[config.mk]
export PLATFORM = sky130hd
export DESIGN_NAME = spi_flash_responder_flat
export DESIGN_NICKNAME = d
export VERILOG_FILES = /design/src/rtl/spi_flash_responder_if.sv /design/src/rtl/spi_flash_responder.sv /design/src/flat_wrapper.sv
export SDC_FILE = /design/constraint.sdc
export NUM_CORES = 1
export LEC_CHECK = 0
export CAP_MARGIN = 20
export CORE_ASPECT_RATIO = 0.6
export CORE_MARGIN = 4
export CORE_UTILIZATION = 45
export CTS_CLUSTER_DIAMETER = 50
export DETAILED_ROUTE_END_ITERATION = 8
export MAX_ROUTING_LAYER = met4
export PLACE_DENSITY = 0.68
export SLEW_MARGIN = 15
export SYNTH_ARGS = -nofsm -noshare
export SYNTH_HDL_FRONTEND = slang
export SYNTH_SLANG_ARGS = --single-unit
[constraint.sdc]
create_clock -name clk -period 4.92 [get_ports clk]
set_clock_uncertainty 0.15 [all_clocks]
set_input_delay 1.476 -clock clk [delete_from_list [all_inputs] [get_ports clk]]
set_output_delay 1.476 -clock clk [all_outputs]
set_load 0.05 [all_outputs]
[src/rtl/spi_flash_responder_if.sv]
// spi_flash_responder_if: pin and byte-store bundle for the SPI NOR flash emulator.
//   spi_clk, spi_cs_n, io_in : flash-side pins from the SPI initiator
//   io_out, io_oe            : pad output values and enables (1 = drive)
//   rd_en, rd_addr, rd_data  : synchronous byte store port (data 1 clk after rd_en)
//   busy, cmd_err            : transaction-active flag and bad-opcode pulse
// slave modport is the responder; master modport is the initiator/store side.
interface spi_flash_responder_if #(
  parameter int unsigned ADDR_WIDTH = 20
) ();
  logic                  spi_clk;
  logic                  spi_cs_n;
  logic [1:0]            io_in;
  logic [1:0]            io_out;
  logic [1:0]            io_oe;
  logic                  rd_en;
  logic [ADDR_WIDTH-1:0] rd_addr;
  logic [7:0]            rd_data;
  logic                  busy;
  logic                  cmd_err;

  modport master (
    output spi_clk, spi_cs_n, io_in, rd_data,
    input  io_out, io_oe, rd_en, rd_addr, busy, cmd_err
  );

  modport slave (
    input  spi_clk, spi_cs_n, io_in, rd_data,
    output io_out, io_oe, rd_en, rd_addr, busy, cmd_err
  );
endinterface

[src/rtl/spi_flash_responder.sv]
// spi_flash_responder: oversampled SPI NOR flash emulator serving dual-I/O reads (0xBB)
// from an external synchronous byte store.
//   clk   : system clock, at least 8x the SPI clock
//   RESET : asynchronous, active-high reset
//   bus   : spi_flash_responder_if.slave (SPI pins, pad drive, byte store, busy, cmd_err)
// Optional feature macro SPI_FLASH_RESPONDER_FASTREAD_EN adds single-I/O fast read (0x0B).
module spi_flash_responder #(
  parameter int unsigned ADDR_WIDTH = 20
) (
  input logic                  clk,
  input logic                  RESET,
  spi_flash_responder_if.slave bus
);

`ifdef SPI_FLASH_RESPONDER_FASTREAD_EN
  localparam int unsigned CntW = 5;
  typedef enum logic [3:0] {
    StIdle, StCmd, StAddr, StMode, StData, StIgnore, StAddrS, StDummy, StDataS
  } state_e;
`else
  localparam int unsigned CntW = 4;
  typedef enum logic [2:0] {
    StIdle, StCmd, StAddr, StMode, StData, StIgnore
  } state_e;
`endif

  // Pin synchronizers: {spi_clk, spi_cs_n, io_in[1:0]}. CS resets to the low value so a
  // CS still held low at reset release never looks like a fresh transaction start.
  logic [3:0] sync0_q, sync1_q;
  logic       sclk_prev_q;

  always_ff @(posedge clk or posedge RESET) begin
    if (RESET) begin
      sync0_q     <= '0;
      sync1_q     <= '0;
      sclk_prev_q <= 1'b0;
    end else begin
      sync0_q     <= {bus.spi_clk, bus.spi_cs_n, bus.io_in};
      sync1_q     <= sync0_q;
      sclk_prev_q <= sync1_q[3];
    end
  end

  logic       sclk_s, cs_n_s, sclk_rise, sclk_fall;
  logic [1:0] io_s;

  assign sclk_s    = sync1_q[3];
  assign cs_n_s    = sync1_q[2];
  assign io_s      = sync1_q[1:0];
  assign sclk_rise = sclk_s & ~sclk_prev_q;
  assign sclk_fall = ~sclk_s & sclk_prev_q;

  state_e                state_q, state_d;
  logic [CntW-1:0]       cnt_q, cnt_d;
  logic [7:0]            cmd_q, cmd_d;
  logic [23:0]           addr_q, addr_d;
  logic [7:0]            dshift_q, dshift_d;
  logic [7:0]            hold_q, hold_d;
  logic [1:0]            io_out_q, io_out_d;
  logic [1:0]            io_oe_q, io_oe_d;
  logic                  rd_en_q, rd_en_d;
  logic                  rd_valid_q, rd_valid_d;
  logic [ADDR_WIDTH-1:0] rd_addr_q, rd_addr_d;
  logic                  cmd_err_q, cmd_err_d;
  // Set once CS has been seen high; gates IDLE->CMD so a reset mid-transaction never resumes.
  logic                  armed_q, armed_d;

  logic [7:0]  cmd_next;
  logic [23:0] addr_dual_next;

  assign cmd_next       = {cmd_q[6:0], io_s[0]};
  assign addr_dual_next = {addr_q[21:0], io_s[1], io_s[0]};

  always_comb begin
    state_d    = state_q;
    cnt_d      = cnt_q;
    cmd_d      = cmd_q;
    addr_d     = addr_q;
    dshift_d   = dshift_q;
    io_out_d   = io_out_q;
    io_oe_d    = io_oe_q;
    rd_en_d    = 1'b0;
    rd_addr_d  = rd_addr_q;
    cmd_err_d  = 1'b0;
    armed_d    = armed_q;
    rd_valid_d = rd_en_q;
    hold_d     = rd_valid_q ? bus.rd_data : hold_q;

    if (cs_n_s) begin
      // CS high beats any SPI edge in the same sample; drop everything in flight.
      state_d  = StIdle;
      cnt_d    = '0;
      cmd_d    = '0;
      addr_d   = '0;
      dshift_d = '0;
      io_out_d = '0;
      io_oe_d  = '0;
      armed_d  = 1'b1;
    end else begin
      unique case (state_q)
        StIdle: begin
          if (armed_q) begin
            state_d = StCmd;
            cnt_d   = '0;
          end
        end

        StCmd: begin
          if (sclk_rise) begin
            cmd_d = cmd_next;
            cnt_d = cnt_q + CntW'(1);
            if (cnt_q == CntW'(7)) begin
              cnt_d = '0;
              if (cmd_next == 8'hBB) begin
                state_d = StAddr;
`ifdef SPI_FLASH_RESPONDER_FASTREAD_EN
              end else if (cmd_next == 8'h0B) begin
                state_d = StAddrS;
`endif
              end else begin
                cmd_err_d = 1'b1;
                state_d   = StIgnore;
              end
            end
          end
        end

        StAddr: begin
          if (sclk_rise) begin
            addr_d = addr_dual_next;
            cnt_d  = cnt_q + CntW'(1);
            if (cnt_q == CntW'(11)) begin
              cnt_d     = '0;
              rd_en_d   = 1'b1;
              rd_addr_d = addr_dual_next[ADDR_WIDTH-1:0];
              state_d   = StMode;
            end
          end
        end

        StMode: begin
          if (sclk_rise) begin
            cnt_d = cnt_q + CntW'(1);
            if (cnt_q == CntW'(3)) begin
              cnt_d   = '0;
              state_d = StData;
            end
          end
        end

        StData: begin
          if (sclk_fall) begin
            if (cnt_q == '0) begin
              // Byte boundary: load the held byte and prefetch the next address.
              io_out_d  = hold_q[7:6];
              io_oe_d   = 2'b11;
              dshift_d  = {hold_q[5:0], 2'b00};
              rd_en_d   = 1'b1;
              rd_addr_d = rd_addr_q + ADDR_WIDTH'(1);
            end else begin
              io_out_d = dshift_q[7:6];
              dshift_d = {dshift_q[5:0], 2'b00};
            end
            cnt_d = (cnt_q == CntW'(3)) ? '0 : cnt_q + CntW'(1);
          end
        end

        StIgnore: begin
        end

`ifdef SPI_FLASH_RESPONDER_FASTREAD_EN
        StAddrS: begin
          if (sclk_rise) begin
            addr_d = {addr_q[22:0], io_s[0]};
            cnt_d  = cnt_q + CntW'(1);
            if (cnt_q == CntW'(23)) begin
              cnt_d     = '0;
              rd_en_d   = 1'b1;
              rd_addr_d = addr_q[ADDR_WIDTH-2:0] == '0 && ADDR_WIDTH == 1 ?
                          rd_addr_q : {addr_q[ADDR_WIDTH-2:0], io_s[0]};
              state_d   = StDummy;
            end
          end
        end

        StDummy: begin
          if (sclk_rise) begin
            cnt_d = cnt_q + CntW'(1);
            if (cnt_q == CntW'(7)) begin
              cnt_d   = '0;
              state_d = StDataS;
            end
          end
        end

        StDataS: begin
          if (sclk_fall) begin
            if (cnt_q == '0) begin
              io_out_d  = {hold_q[7], 1'b0};
              io_oe_d   = 2'b10;
              dshift_d  = {hold_q[6:0], 1'b0};
              rd_en_d   = 1'b1;
              rd_addr_d = rd_addr_q + ADDR_WIDTH'(1);
            end else begin
              io_out_d = {dshift_q[7], 1'b0};
              dshift_d = {dshift_q[6:0], 1'b0};
            end
            cnt_d = (cnt_q == CntW'(7)) ? '0 : cnt_q + CntW'(1);
          end
        end
`endif

        default: state_d = StIdle;
      endcase
    end
  end

  always_ff @(posedge clk or posedge RESET) begin
    if (RESET) begin
      state_q    <= StIdle;
      cnt_q      <= '0;
      cmd_q      <= '0;
      addr_q     <= '0;
      dshift_q   <= '0;
      hold_q     <= '0;
      io_out_q   <= '0;
      io_oe_q    <= '0;
      rd_en_q    <= 1'b0;
      rd_valid_q <= 1'b0;
      rd_addr_q  <= '0;
      cmd_err_q  <= 1'b0;
      armed_q    <= 1'b0;
    end else begin
      state_q    <= state_d;
      cnt_q      <= cnt_d;
      cmd_q      <= cmd_d;
      addr_q     <= addr_d;
      dshift_q   <= dshift_d;
      hold_q     <= hold_d;
      io_out_q   <= io_out_d;
      io_oe_q    <= io_oe_d;
      rd_en_q    <= rd_en_d;
      rd_valid_q <= rd_valid_d;
      rd_addr_q  <= rd_addr_d;
      cmd_err_q  <= cmd_err_d;
      armed_q    <= armed_d;
    end
  end

  assign bus.io_out  = io_out_q;
  assign bus.io_oe   = io_oe_q;
  assign bus.rd_en   = rd_en_q;
  assign bus.rd_addr = rd_addr_q;
  assign bus.cmd_err = cmd_err_q;
  assign bus.busy    = (state_q != StIdle);

endmodule

[src/flat_wrapper.sv]
// flat-port wrapper written by rule: the top's interface ports become plain ports
module spi_flash_responder_flat 
#(
  parameter int unsigned ADDR_WIDTH = 20
)
  (clk, RESET, bus_spi_clk, bus_spi_cs_n, bus_io_in, bus_rd_data, bus_io_out, bus_io_oe, bus_rd_en, bus_rd_addr, bus_busy, bus_cmd_err);
  spi_flash_responder_if #(.ADDR_WIDTH(ADDR_WIDTH)) bus_i ();
  input logic clk;
  input logic RESET;
  input wire logic [$bits(bus_i.spi_clk)-1:0] bus_spi_clk;
  input wire logic [$bits(bus_i.spi_cs_n)-1:0] bus_spi_cs_n;
  input wire logic [$bits(bus_i.io_in)-1:0] bus_io_in;
  input wire logic [$bits(bus_i.rd_data)-1:0] bus_rd_data;
  output wire logic [$bits(bus_i.io_out)-1:0] bus_io_out;
  output wire logic [$bits(bus_i.io_oe)-1:0] bus_io_oe;
  output wire logic [$bits(bus_i.rd_en)-1:0] bus_rd_en;
  output wire logic [$bits(bus_i.rd_addr)-1:0] bus_rd_addr;
  output wire logic [$bits(bus_i.busy)-1:0] bus_busy;
  output wire logic [$bits(bus_i.cmd_err)-1:0] bus_cmd_err;
  assign bus_i.spi_clk = bus_spi_clk;
  assign bus_i.spi_cs_n = bus_spi_cs_n;
  assign bus_i.io_in = bus_io_in;
  assign bus_i.rd_data = bus_rd_data;
  assign bus_io_out = bus_i.io_out;
  assign bus_io_oe = bus_i.io_oe;
  assign bus_rd_en = bus_i.rd_en;
  assign bus_rd_addr = bus_i.rd_addr;
  assign bus_busy = bus_i.busy;
  assign bus_cmd_err = bus_i.cmd_err;
  spi_flash_responder #(.ADDR_WIDTH(ADDR_WIDTH)) u_core (.clk(clk), .RESET(RESET), .bus(bus_i));
endmodule
# == Yosys cells after proc, flatten, opt, wreduce, memory -nomap -nowiden ==
# Index checks and enable logic that the tools add are counted.
# word_totals
register_bits,85
out_inout_bits,27
word_cells,118
# op_classes
addsub,2
eq_ne,22
mux,54
bitwise_logic,5
n_reduce_logical,19
# op_table
operator,count
$mux W20,4
$mux W18,3
$pmux W20 S2,1
$mux W4,9
$mux W8,4
$mux W3,9
$ne A3 B1 Y1 const B,8
$mux W7,3
$add A20 B1 Y20 const B,1
$pmux W4 S5,1
$mux W2,8
$pmux W3 S5,1
$reduce_bool A2 Y1,7
$reduce_and A6 Y1,2
$mux W1,10
$ne A2 B1 Y1 const B,5
$eq A8 B8 Y1 const B,1
$reduce_and A8 Y1,1
$eq A3 B2 Y1 const B,2
$eq A3 B3 Y1 const B,2
$reduce_and A2 Y1,3
$reduce_bool A6 Y1,1
$add A4 B1 Y4 const B,1
$eq A4 B2 Y1 const B,1
11 further kinds,14

# == Logic depth before layout (Yosys ltp) ==
# logic_depth
depth_word,6
mapped_depth,10

# == Least setup slack after synthesis ==
# No wires, ideal clock.
# synth_timing
kind,register to output
from,register u_core.state_q[2]
to,output port bus_busy
t_arrival_ns,0.945
required_ns,3.294
path_slack_ns,2.349
path_stages_with_launch,3
path_buffers,1
path_cell_list,dfrtp_1 -> buf_6 -> or3_4
# synth_via
elab_chain_len,1
# synth_lines
element,line_no,text
"start, declared",spi_flash_responder.sv:53,"state_e state_q, state_d;"
"start signal, assigned",spi_flash_responder.sv:220,state_q <= StIdle;
"start signal, assigned",spi_flash_responder.sv:234,state_q <= state_d;
$reduce_bool A3 Y1,spi_flash_responder.sv:255,assign bus.busy = (state_q != StIdle);
"end, declared",flat_wrapper.sv:18,output wire logic [$bits(bus_i.busy)-1:0] bus_busy;
# Every way passes these cells.

# == Worst setup path after layout ==
# Same ends and word-level chain as after synthesis.

==> impl_metrics.env <==
export IMPL_status="completed"
export IMPL_avgSynthCellArea_um2=9.27
export IMPL_drtIter0Drc=236
export IMPL_routedWlPerCell_um=16.1
export IMPL_syn2layout_area_growth_pct=19.2
export IMPL_grt_pass1_vias=3039
export IMPL_clk_latency_ns=0.34
export IMPL_drtPass1Iterations=5
export IMPL_dieArea_um2=10400
export IMPL_cts_buffers=9
export IMPL_place_area_um2=4420
export IMPL_synth_seq_cells=82
export IMPL_root_buffer="clkbuf_16"
export IMPL_yosys_area_top_type="dfrtp_1"
export IMPL_synth_edf_count=0
export IMPL_numPortBuffers=40
export IMPL_cts_tree="done"
export IMPL_grt_first_pass_wirelength_um=15500
export IMPL_fillCellCount=759
export IMPL_p_total_mw=2.25
export IMPL_netlist_area_leader_share_pct=51.8
export IMPL_async_flop_share_pct=100
export IMPL_finalCritPeriodShare_pct=75.3
export IMPL_worst_pin_slew_ns=0.756
export IMPL_drc=0
export IMPL_postCtsSetupBuffers=0
export IMPL_globalplace_congestion=0.881
export IMPL_setup_tns_ns=0
export IMPL_maxSlewViolCount=0
export IMPL_clock_sinks=82
export IMPL_crit_fanout=16
export IMPL_max_slew_margin_pct=49.4
export IMPL_crit_type="register to primary output"
export IMPL_synth_flop_cell="dfrtp_1"
export IMPL_synthCells=427
export IMPL_hold_viol=0
export IMPL_timing_fmax_ghz=0.270
export IMPL_arrival_ns=2.08
export IMPL_clk_pin_slew_ns=0.06
export IMPL_synth_warnings=0
export IMPL_diodes=0
export IMPL_fp_row_count=26
export IMPL_clockBufferDepth=2
export IMPL_start_kind="register"
export IMPL_place_hpwl_um=6270
export IMPL_hold_class="register to register"
export IMPL_wirelength_um=9240
export IMPL_antenna_left=0
export IMPL_finalCriticalPeriod_ns=3.70
export IMPL_io_pins=41
export IMPL_yosys_top_cells_area="dfrtp_1 (52%), a21oi_1 (7.7%), nand2_1 (7.4%)"
export IMPL_regArea_um2=2050
export IMPL_layout_drive_gt1_share_pct=9.33
export IMPL_ys_seq_area_share_pct=51.8
export IMPL_die_y_um=80.7
export IMPL_nets=473
export IMPL_final_area_um2=4720
export IMPL_ys_types=50
export IMPL_leakagePower_nw=1.94
export IMPL_grtUsageTotal_pct=19.4
export IMPL_gr_total_overflow=0
export IMPL_vias=3275
export IMPL_synth_nets=444
export IMPL_ctsResizeCount=0
export IMPL_die_w_um=129
export IMPL_setup_viol=0
export IMPL_end_kind="primary output"
export IMPL_initial_core_util_pct=46.5
export IMPL_vias_per_cell=5.72
export IMPL_syn_area_um2=3960
export IMPL_antenna_found_initial=0
export IMPL_final_core_util_pct=55.4
export IMPL_grt_max_degree=50
export IMPL_rsz0062_at_grt="false"
export IMPL_cp_required_ns=3.29
export IMPL_multi_input_area_um2=1740
export IMPL_power_density_nw_per_um2=477
export IMPL_htreeDepth=3
export IMPL_ir_drop_uv=183
export IMPL_core_area_um2=8520
export IMPL_ctsHoldBuffers=0
export IMPL_drv_cap=0
## area by class of cell
class / instances / share of cell area (%)
Clock inverter: 6 / 1.40
Tap cell: 112 / 2.97
Timing Repair Buffer: 48 / 9.75
Sequential cell: 82 / 43.5
Multi-Input combinational cell: 306 / 36.8
Clock buffer: 10 / 4.85
Inverter: 9 / 0.742
## cell families (layout without fill, tap and decap cells)
group                    Yosys count  after routing  synth area share [%]
AO/OA/AOI/OAI                    125            125                  18.8
adder cells (fa/ha/maj)            3              3                 0.948
buffers and inverters             39             73                  4.42
multiplexers                      17             17                  4.55
AND/OR/NAND/NOR                  161            161                  19.4
flip-flops                        82             82                  51.8
## report_power, final
part / internal, mW / leakage, nW / total [mW] / switching, mW
Sequential: 0.760 / 1.10 / 0.877 / 0.117
Combinational: 0.266 / 0.692 / 0.705 / 0.439
Clock: 0.395 / 0.147 / 0.669 / 0.274
## metal layers
metal	vias up	share of wire, %	GRT usage, %
li1	1578	-	-
met2	89	42	25.2
met3	8	5.0	5.18
met5	-	0	-
met4	0	1.1	4.72
met1	1600	52	29.7
## worst max-delay path: stages (launching register included)
cell             delay (ns)
dfrtp_1                0.56
or3_4                  0.46
clkdlybuf4s50_1        0.72
## metrics by stage
stage	hold slack (ns)	instances	worst slack, ns
after floorplan	0.181	427	1.19
after global routing	0.203	573	1.16
after detailed placement	0.186	556	1.58
after global placement	0.181	556	1.61
final	0.197	573	1.22
after CTS	0.200	572	1.21
## final timing paths
kind / slack [ns] / start / to / cells past startpoint
worst max-delay path: 1.22 / u_core.state_q[2] / bus_busy / 2
worst min-delay path: 0.20 / u_core.sync0_q[0] / u_core.sync1_q[0] / 0
worst max register to register: 1.99 / u_core.state_q[2] / u_core.bus.rd_addr[12] / 7
worst min register to register: 0.20 / u_core.sync0_q[0] / u_core.sync1_q[0] / 0
max in group asynchronous: 2.66 / RESET / u_core.bus.rd_addr[15] / 3
min in group asynchronous: 1.23 / RESET / u_core.cmd_q[4] / 2
## state kept, by name, indices dropped and copies added (netlist names)
signal	flops
u_core.dshift_q	6
u_core.sync0_q	4
u_core.cnt_q	4
u_core.bus.io_oe	1
u_core.sync1_q	4
u_core.bus.rd_en	1
u_core.sclk_prev_q	1
u_core.armed_q	1
u_core.cmd_q	7
u_core.addr_q	18
u_core.bus.rd_addr	20
u_core.rd_valid_q	1
u_core.bus.cmd_err	1
u_core.bus.io_out	2
u_core.state_q	3
u_core.hold_q	8
## cells in the mapped netlist, types with 3 or more instances
| cell | n |
|---|---|
| a211oi_1 | 7 |
| a21o_1 | 3 |
| a21oi_1 | 61 |
| a2bb2oi_1 | 5 |
| a31oi_1 | 5 |
| and2_1 | 3 |
| and3_1 | 4 |
| buf_2 | 11 |
| clkbuf_1 | 14 |
| dfrtp_1 | 82 |
| ha_1 | 3 |
| inv_1 | 8 |
| mux2_2 | 8 |
| mux2i_1 | 9 |
| nand2_1 | 78 |
| nand2b_1 | 4 |
| nand3_1 | 19 |
| nand4_1 | 7 |
| nand4b_1 | 3 |
| nor2_1 | 19 |
| nor2b_1 | 3 |
| nor3_1 | 4 |
| nor3b_1 | 3 |
| o21a_1 | 4 |
| o21ai_0 | 19 |
| o22ai_1 | 8 |
| or2_2 | 5 |
## cells in the final DEF (no fill, tap or decap), types with 2 or more instances in the layout
| cell type | synthesis | layout |
|---|---|---|
| clkinv_2 | 0 | 3 |
| or2_2 | 5 | 5 |
| nand3_1 | 19 | 19 |
| a2bb2oi_1 | 5 | 5 |
| a21oi_1 | 61 | 61 |
| nor2_1 | 19 | 19 |
| o32ai_1 | 2 | 2 |
| clkbuf_16 | 0 | 9 |
| ha_1 | 3 | 3 |
| dfrtp_1 | 82 | 82 |
| inv_1 | 8 | 7 |
| mux2i_1 | 9 | 9 |
| a31oi_1 | 5 | 5 |
| nor3_1 | 4 | 4 |
| nand2_1 | 78 | 78 |
| o21a_1 | 4 | 4 |
| clkdlybuf4s50_1 | 0 | 40 |
| o22ai_1 | 8 | 8 |
| nand4_1 | 7 | 7 |
| nand2b_1 | 4 | 4 |
| o22a_1 | 2 | 2 |
| and3_1 | 4 | 4 |
| buf_4 | 2 | 8 |
| a211oi_1 | 7 | 7 |
| nor3b_2 | 1 | 2 |
| clkinv_4 | 0 | 2 |
| and2_1 | 3 | 3 |
| nor2b_1 | 3 | 3 |
| nand3b_1 | 2 | 2 |
| a21o_1 | 3 | 3 |
| mux2_2 | 8 | 8 |
| nand4b_1 | 3 | 3 |
| o21ai_0 | 19 | 19 |
| nor3b_1 | 3 | 2 |
Power figures use the tool's default switching activity.
